## src/rtl/booth_r4_seq_mult.sv

```systemverilog
// rtl/booth_r4_seq_mult.sv - sequential radix-4 Booth multiplier with valid/ready handshakes
//
// Multiplies two signed WIDTH-bit operands, retiring two multiplier bits per
// clock (WIDTH/2 steps), and presents the signed 2*WIDTH-bit product.
//
// Ports:
//   clk          clock, all state updates on the rising edge
//   rst          synchronous active-high reset, priority over everything
//   in_valid     operand pair available
//   in_ready     block can accept operands (IDLE only)
//   multiplicand signed operand A, sampled on the accept edge
//   multiplier   signed operand B, sampled on the accept edge
//   out_valid    product available (DONE only)
//   out_ready    consumer takes the product
//   product      signed A*B, held stable while out_valid is high
//   busy         high in RUN or DONE
module booth_r4_seq_mult #(
  parameter int WIDTH = 16,
  parameter int CNT_W = $clog2(WIDTH/2) + 1
) (
  input  logic               clk,
  input  logic               rst,
  input  logic               in_valid,
  output logic               in_ready,
  input  logic [WIDTH-1:0]   multiplicand,
  input  logic [WIDTH-1:0]   multiplier,
  output logic               out_valid,
  input  logic               out_ready,
  output logic [2*WIDTH-1:0] product,
  output logic               busy
);

  localparam int PW = 2 * WIDTH;
  localparam logic [CNT_W-1:0] LAST_STEP = CNT_W'(WIDTH/2 - 1);

  typedef enum logic [1:0] {
    IDLE = 2'd0,
    RUN  = 2'd1,
    DONE = 2'd2
  } state_t;

  state_t state, state_nxt;

  logic [WIDTH-1:0] a_reg;
  logic [WIDTH-1:0] q_reg;
  logic             q_prev;
  logic [PW-1:0]    acc;
  logic [CNT_W-1:0] step;

  // Recoding and accumulate datapath
  logic [2:0]    win;
  logic          sel_a;
  logic          sel_2a;
  logic          neg;
  logic [PW-1:0] a_ext;
  logic [PW-1:0] a2_ext;
  logic [PW-1:0] pp_mag;
  logic [PW-1:0] pp_shift;
  logic [PW-1:0] addend;
  logic [PW-1:0] acc_sum;
  logic [CNT_W:0] shamt;

  assign win    = {q_reg[1], q_reg[0], q_prev};
  assign a_ext  = {{WIDTH{a_reg[WIDTH-1]}}, a_reg};
  // 2A keeps one extra significant bit, so A = -2^(WIDTH-1) still fits exactly.
  assign a2_ext = {{(WIDTH-1){a_reg[WIDTH-1]}}, a_reg, 1'b0};
  assign shamt  = {step, 1'b0};

  always_comb begin
    sel_a  = 1'b0;
    sel_2a = 1'b0;
    neg    = 1'b0;
    case (win)
      3'b001, 3'b010: sel_a = 1'b1;
      3'b011:         sel_2a = 1'b1;
      3'b100: begin
        sel_2a = 1'b1;
        neg    = 1'b1;
      end
      3'b101, 3'b110: begin
        sel_a = 1'b1;
        neg   = 1'b1;
      end
      default: ;
    endcase
  end

  always_comb begin
    if (sel_2a) begin
      pp_mag = a2_ext;
    end else if (sel_a) begin
      pp_mag = a_ext;
    end else begin
      pp_mag = '0;
    end
    pp_shift = pp_mag << shamt;
    // Subtraction: invert here, the +1 enters as the adder carry-in.
    addend   = neg ? ~pp_shift : pp_shift;
    acc_sum  = acc + addend + {{(PW-1){1'b0}}, neg};
  end

  // FSM state register
  always_ff @(posedge clk) begin
    if (rst) begin
      state <= IDLE;
    end else begin
      state <= state_nxt;
    end
  end

  // Next state; the handshake outputs depend on the registered state only.
  always_comb begin
    state_nxt = state;
    in_ready  = 1'b0;
    out_valid = 1'b0;
    busy      = 1'b0;
    case (state)
      IDLE: begin
        in_ready = 1'b1;
        if (in_valid) begin
          state_nxt = RUN;
        end
      end
      RUN: begin
        busy = 1'b1;
        if (step == LAST_STEP) begin
          state_nxt = DONE;
        end
      end
      DONE: begin
        out_valid = 1'b1;
        busy      = 1'b1;
        if (out_ready) begin
          state_nxt = IDLE;
        end
      end
      default: state_nxt = IDLE;
    endcase
  end

  // Operand, accumulator and result registers
  always_ff @(posedge clk) begin
    if (rst) begin
      a_reg   <= '0;
      q_reg   <= '0;
      q_prev  <= 1'b0;
      acc     <= '0;
      step    <= '0;
      product <= '0;
    end else begin
      case (state)
        IDLE: begin
          if (in_valid) begin
            a_reg  <= multiplicand;
            q_reg  <= multiplier;
            q_prev <= 1'b0;
            acc    <= '0;
            step   <= '0;
          end
        end
        RUN: begin
          acc    <= acc_sum;
          q_prev <= q_reg[1];
          q_reg  <= {{2{q_reg[WIDTH-1]}}, q_reg[WIDTH-1:2]};
          step   <= step + CNT_W'(1);
          if (step == LAST_STEP) begin
            product <= acc_sum;
          end
        end
        default: ;
      endcase
    end
  end

endmodule

```

## config.mk

```make
export PLATFORM = sky130hd
export DESIGN_NAME = booth_r4_seq_mult
export DESIGN_NICKNAME = d
export VERILOG_FILES = /design/src/rtl/booth_r4_seq_mult.sv
export SDC_FILE = /design/constraint.sdc
export NUM_CORES = 1
export LEC_CHECK = 0
export ABC_AREA = 1
export BUFFER_PORTS_ARGS = -buffer_cell sky130_fd_sc_hd__buf_2
export CAP_MARGIN = 20
export CORE_ASPECT_RATIO = 1.25
export CORE_MARGIN = 4
export CORE_UTILIZATION = 60
export CTS_BUF_LIST = sky130_fd_sc_hd__clkbuf_4 sky130_fd_sc_hd__clkbuf_8 sky130_fd_sc_hd__clkbuf_16
export CTS_CLUSTER_DIAMETER = 200
export DETAILED_ROUTE_END_ITERATION = 16
export PLACE_DENSITY = 0.88
export SLEW_MARGIN = 30
export SYNTH_ARGS = -nofsm -noshare
export SYNTH_HDL_FRONTEND = slang
export SYNTH_SLANG_ARGS = --single-unit
```

## constraint.sdc

```tcl
create_clock -name clk -period 5.2 [get_ports clk]
set_clock_uncertainty 0.1 [all_clocks]
set_input_delay 0.78 -clock clk [delete_from_list [all_inputs] [get_ports clk]]
set_output_delay 0.78 -clock clk [all_outputs]
set_load 0.05 [all_outputs]
```

==> metrics.log <==
INFO  metric drtPass1Iterations = 5
INFO  metric maxSlewViolCount = 0
INFO  metric clock-root-buffer = clkbuf_16
INFO  metric fin_crit_sh = 0.865
INFO  metric yosys-top-cells-area = dfxtp_1 (28%), nand2_1 (13%), xor2_1 (6.3%)
INFO  metric remaining_drc_errors = 0
INFO  metric first_global_vias = 6980
INFO  metric power-per-cell-area = 432 nW/µm²
INFO  metric timing.rr.start = q_reg[0]
INFO  metric num-nets-final = 1206
INFO  metric timing.critical_path.to = acc[26]
INFO  metric cellLeakagePower = 3.96 nW
INFO  metric cts-htree-levels = 3
INFO  metric hold_ws = 0.375 ns
INFO  metric clock-sinks = 103
INFO  metric synth_cell_types = 54
INFO  metric critical_path.startpoint_type = flip-flop
INFO  metric die-area = 14200 µm²
INFO  metric die_w = 107 µm
INFO  metric worst-path-max-fanout = 20
INFO  metric fp.dieH = 132 µm
INFO  metric worst_setup_path_end_kind = flip-flop
INFO  metric synth.cells.most_frequent = nand2_1 (256), dfxtp_1 (103), inv_1 (95)
INFO  metric final-setup-viol-count = 0
INFO  metric ys_async_sr_fraction = 0
INFO  metric placement_rows = 45
INFO  metric portion_of_synthesized_cell_area_occupied_by_the_leading_cell_type = 0.279
INFO  metric antenna_violating_nets_post_route = 0
INFO  metric regToRegSetupSlack = 0.70 ns
INFO  metric area_delta_synth_final = 10.0%
INFO  metric regToRegEndpoint = acc[26]
INFO  metric tritoncts = built
INFO  metric final_cells = 1301
INFO  metric clock_buffers_created_by_tritoncts = 9
INFO  metric synthMostInstantiatedCell = nand2_1
INFO  metric slew_headroom = 0.363
INFO  metric post_synth_instance_area = 7400 µm²
INFO  metric number_of_flops_mapped_to_enable_cells_by_yosys = 0
INFO  metric rsz_0062_raised_after_global_routing = false
INFO  metric top_regs = acc (32), product (32)
INFO  metric ys.flop_type = dfxtp_1
INFO  metric syn_nets = 1162
INFO  metric utilization = 0.673
INFO  metric post_cts.repair.setup_buffers = 0
INFO  metric status = finished, final reports clean
INFO  metric core_area = 12100 µm²
INFO  metric place.port_buffers = 70
INFO  metric irDropWorstVdd = 0.499 mV
INFO  metric worst_skew_pair.late_latency = 0.36 ns
INFO  metric placed_standard_cell_area = 7830 µm²
INFO  metric detailedPlacementHpwl = 15900 µm
INFO  metric via_count_of_the_routed_design = 7277
INFO  metric path_class = reg2reg
INFO  metric clk_pin_slew_worst_paths = 0.08 ns
INFO  metric grt_pass1_wl = 33100 µm
INFO  metric postSynthCellCount = 1088
INFO  metric post_route_cells_drive_above_1_share = 0.152
INFO  metric worst_r2r_path_depth = 20
INFO  metric grt_max_degree = 48
INFO  metric synth.largest_area_cell = dfxtp_1
INFO  metric drt-vias-per-instance = 5.59
INFO  metric grt_overflow = 0
INFO  metric globalplace.congestion = 1.05
INFO  metric hold_violations = 0
INFO  metric timing.max_cap.violations = 0
INFO  metric maxClockFrequency = 222 MHz
INFO  metric floorplan.initialDensity = 0.612
INFO  metric synth-seq-area-share = 0.279
INFO  metric finalCriticalPeriod = 4.50 ns
INFO  metric tightestPinTransition = 0.955 ns
INFO  metric antennaDiodeCount = 0
INFO  metric total_area_of_sequential_cells = 2060 µm²
INFO  metric placed_cells = 1285
INFO  metric initial_antenna_violation_count = 0
INFO  metric timing.hold.worst.class = reg2reg
INFO  metric multi_input_comb_area = 4720 µm²
INFO  metric cp-startpoint = q_reg[0]
INFO  metric initialDrtViolationCount = 367
INFO  metric cts-resized-gates = 0
INFO  metric stdcell_area = 8140 µm²
INFO  metric cp_data_required_time = 5.39 ns
INFO  metric drt-wirelength-per-cell = 15.6 µm
INFO  metric io-pin-count = 71
INFO  metric drt_wl_total = 20400 µm
INFO  metric num-fill-cells = 1086
INFO  metric tns = 0 ns
INFO  metric cts_hold_repair.buffers = 0
INFO  metric grt_use_total = 0.287
INFO  metric seq_cells_post_synth = 103
INFO  metric yosys_warnings = 0
INFO  metric clock_tree.buffer_depth = 2
INFO  metric postSynthAreaPerCell = 6.80 µm²
INFO  metric arrival_time_at_the_worst_endpoint = 4.69 ns
## cells in the final DEF (no fill, tap or decap), types with 11 or more instances in the layout
cell | synthesis | routed
o21ai_1 | 26 | 26
o21ai_2 | 15 | 15
xor2_1 | 53 | 53
nand2_2 | 15 | 15
dfxtp_1 | 103 | 103
nor3_1 | 12 | 11
a31oi_1 | 17 | 17
o21bai_1 | 26 | 26
nand2_1 | 256 | 256
inv_1 | 95 | 95
buf_4 | 2 | 11
buf_2 | 12 | 70
nand3_2 | 11 | 11
a21oi_1 | 88 | 88
o21ai_0 | 79 | 79
nor2_1 | 83 | 82
nand3_1 | 51 | 51
ha_1 | 37 | 37
## where the power goes
| group | internal (mW) | switching, mW | leakage [nW] | total, mW |
|---|---|---|---|---|
| Clock | 0.350 | 0.366 | 0.152 | 0.716 |
| Combinational | 0.554 | 1.26 | 2.97 | 1.82 |
| Sequential | 0.904 | 0.0793 | 0.837 | 0.984 |
| Total | 1.81 | 1.71 | 3.96 | 3.51 |
## worst max-delay path, stage by stage (launching register included)
cell and delay, ns:
dfxtp_1 0.40, nand2_2 0.19, nand2_4 0.17, nand2_4 0.16, inv_2 0.11, o21ai_4 0.07, nand2_1 0.08, o21ai_1 0.09
o21ai_0 0.40, o221ai_1 0.24, xor2_1 0.22, ha_1 0.35, nand2_1 0.11, nor4_1 0.66, nand3_1 0.28, nand3_1 0.26
nand2_1 0.07, nand2_1 0.07, xor2_1 0.18, nand2_1 0.07, a21oi_1 0.13
## area by class of cell
| cell class | instances | share of cell area |
|---|---|---|
| Sequential cell | 103 | 0.253 |
| Multi-Input combinational cell | 829 | 0.579 |
| Tap cell | 164 | 0.0252 |
| Timing Repair Buffer | 81 | 0.0532 |
| Clock inverter | 7 | 0.0112 |
| Clock buffer | 9 | 0.0277 |
| Inverter | 108 | 0.0502 |
## worst min-delay path by stage
stage                       start  depth (start not counted)  slack (ns)       to
after floorplan            acc[2]                          2        0.35   acc[2]
after global placement     acc[2]                          2        0.36   acc[2]
after detailed placement  acc[21]                          2        0.36  acc[21]
after CTS                 acc[23]                          2        0.38  acc[23]
after global routing      acc[21]                          2        0.39  acc[21]
final                      acc[2]                          2        0.37   acc[2]
## through the flow
stage,power (mW),setup WS (ns)
6_report,3.51,0.704
5_1_grt,3.75,0.480
4_1_cts,3.51,0.830
3_5_place_dp,2.79,0.856
3_3_place_gp,2.76,0.885
2_1_floorplan,2.38,1.77
## cells by family (layout without fill, tap and decap cells)
group,count (synthesis),count (layout),share of synthesized area
buffers and inverters,156,205,0.0852
flip-flops,103,103,0.279
multiplexers,2,2,0.00270
AO/OA/AOI/OAI,279,279,0.222
XOR/XNOR,58,58,0.0696
adder cells (fa/ha/maj),38,38,0.0652
AND/OR/NAND/NOR,452,452,0.277
## metal layers
metal	GRT usage	vias to the layer above	wire (µm)
met2	0.498	228	10100
met1	0.334	3298	8270
met5	0	-	0
met4	0.167	0	1140
met3	0.0382	68	875
li1	-	3683	-
Power figures use the tool's default switching activity.
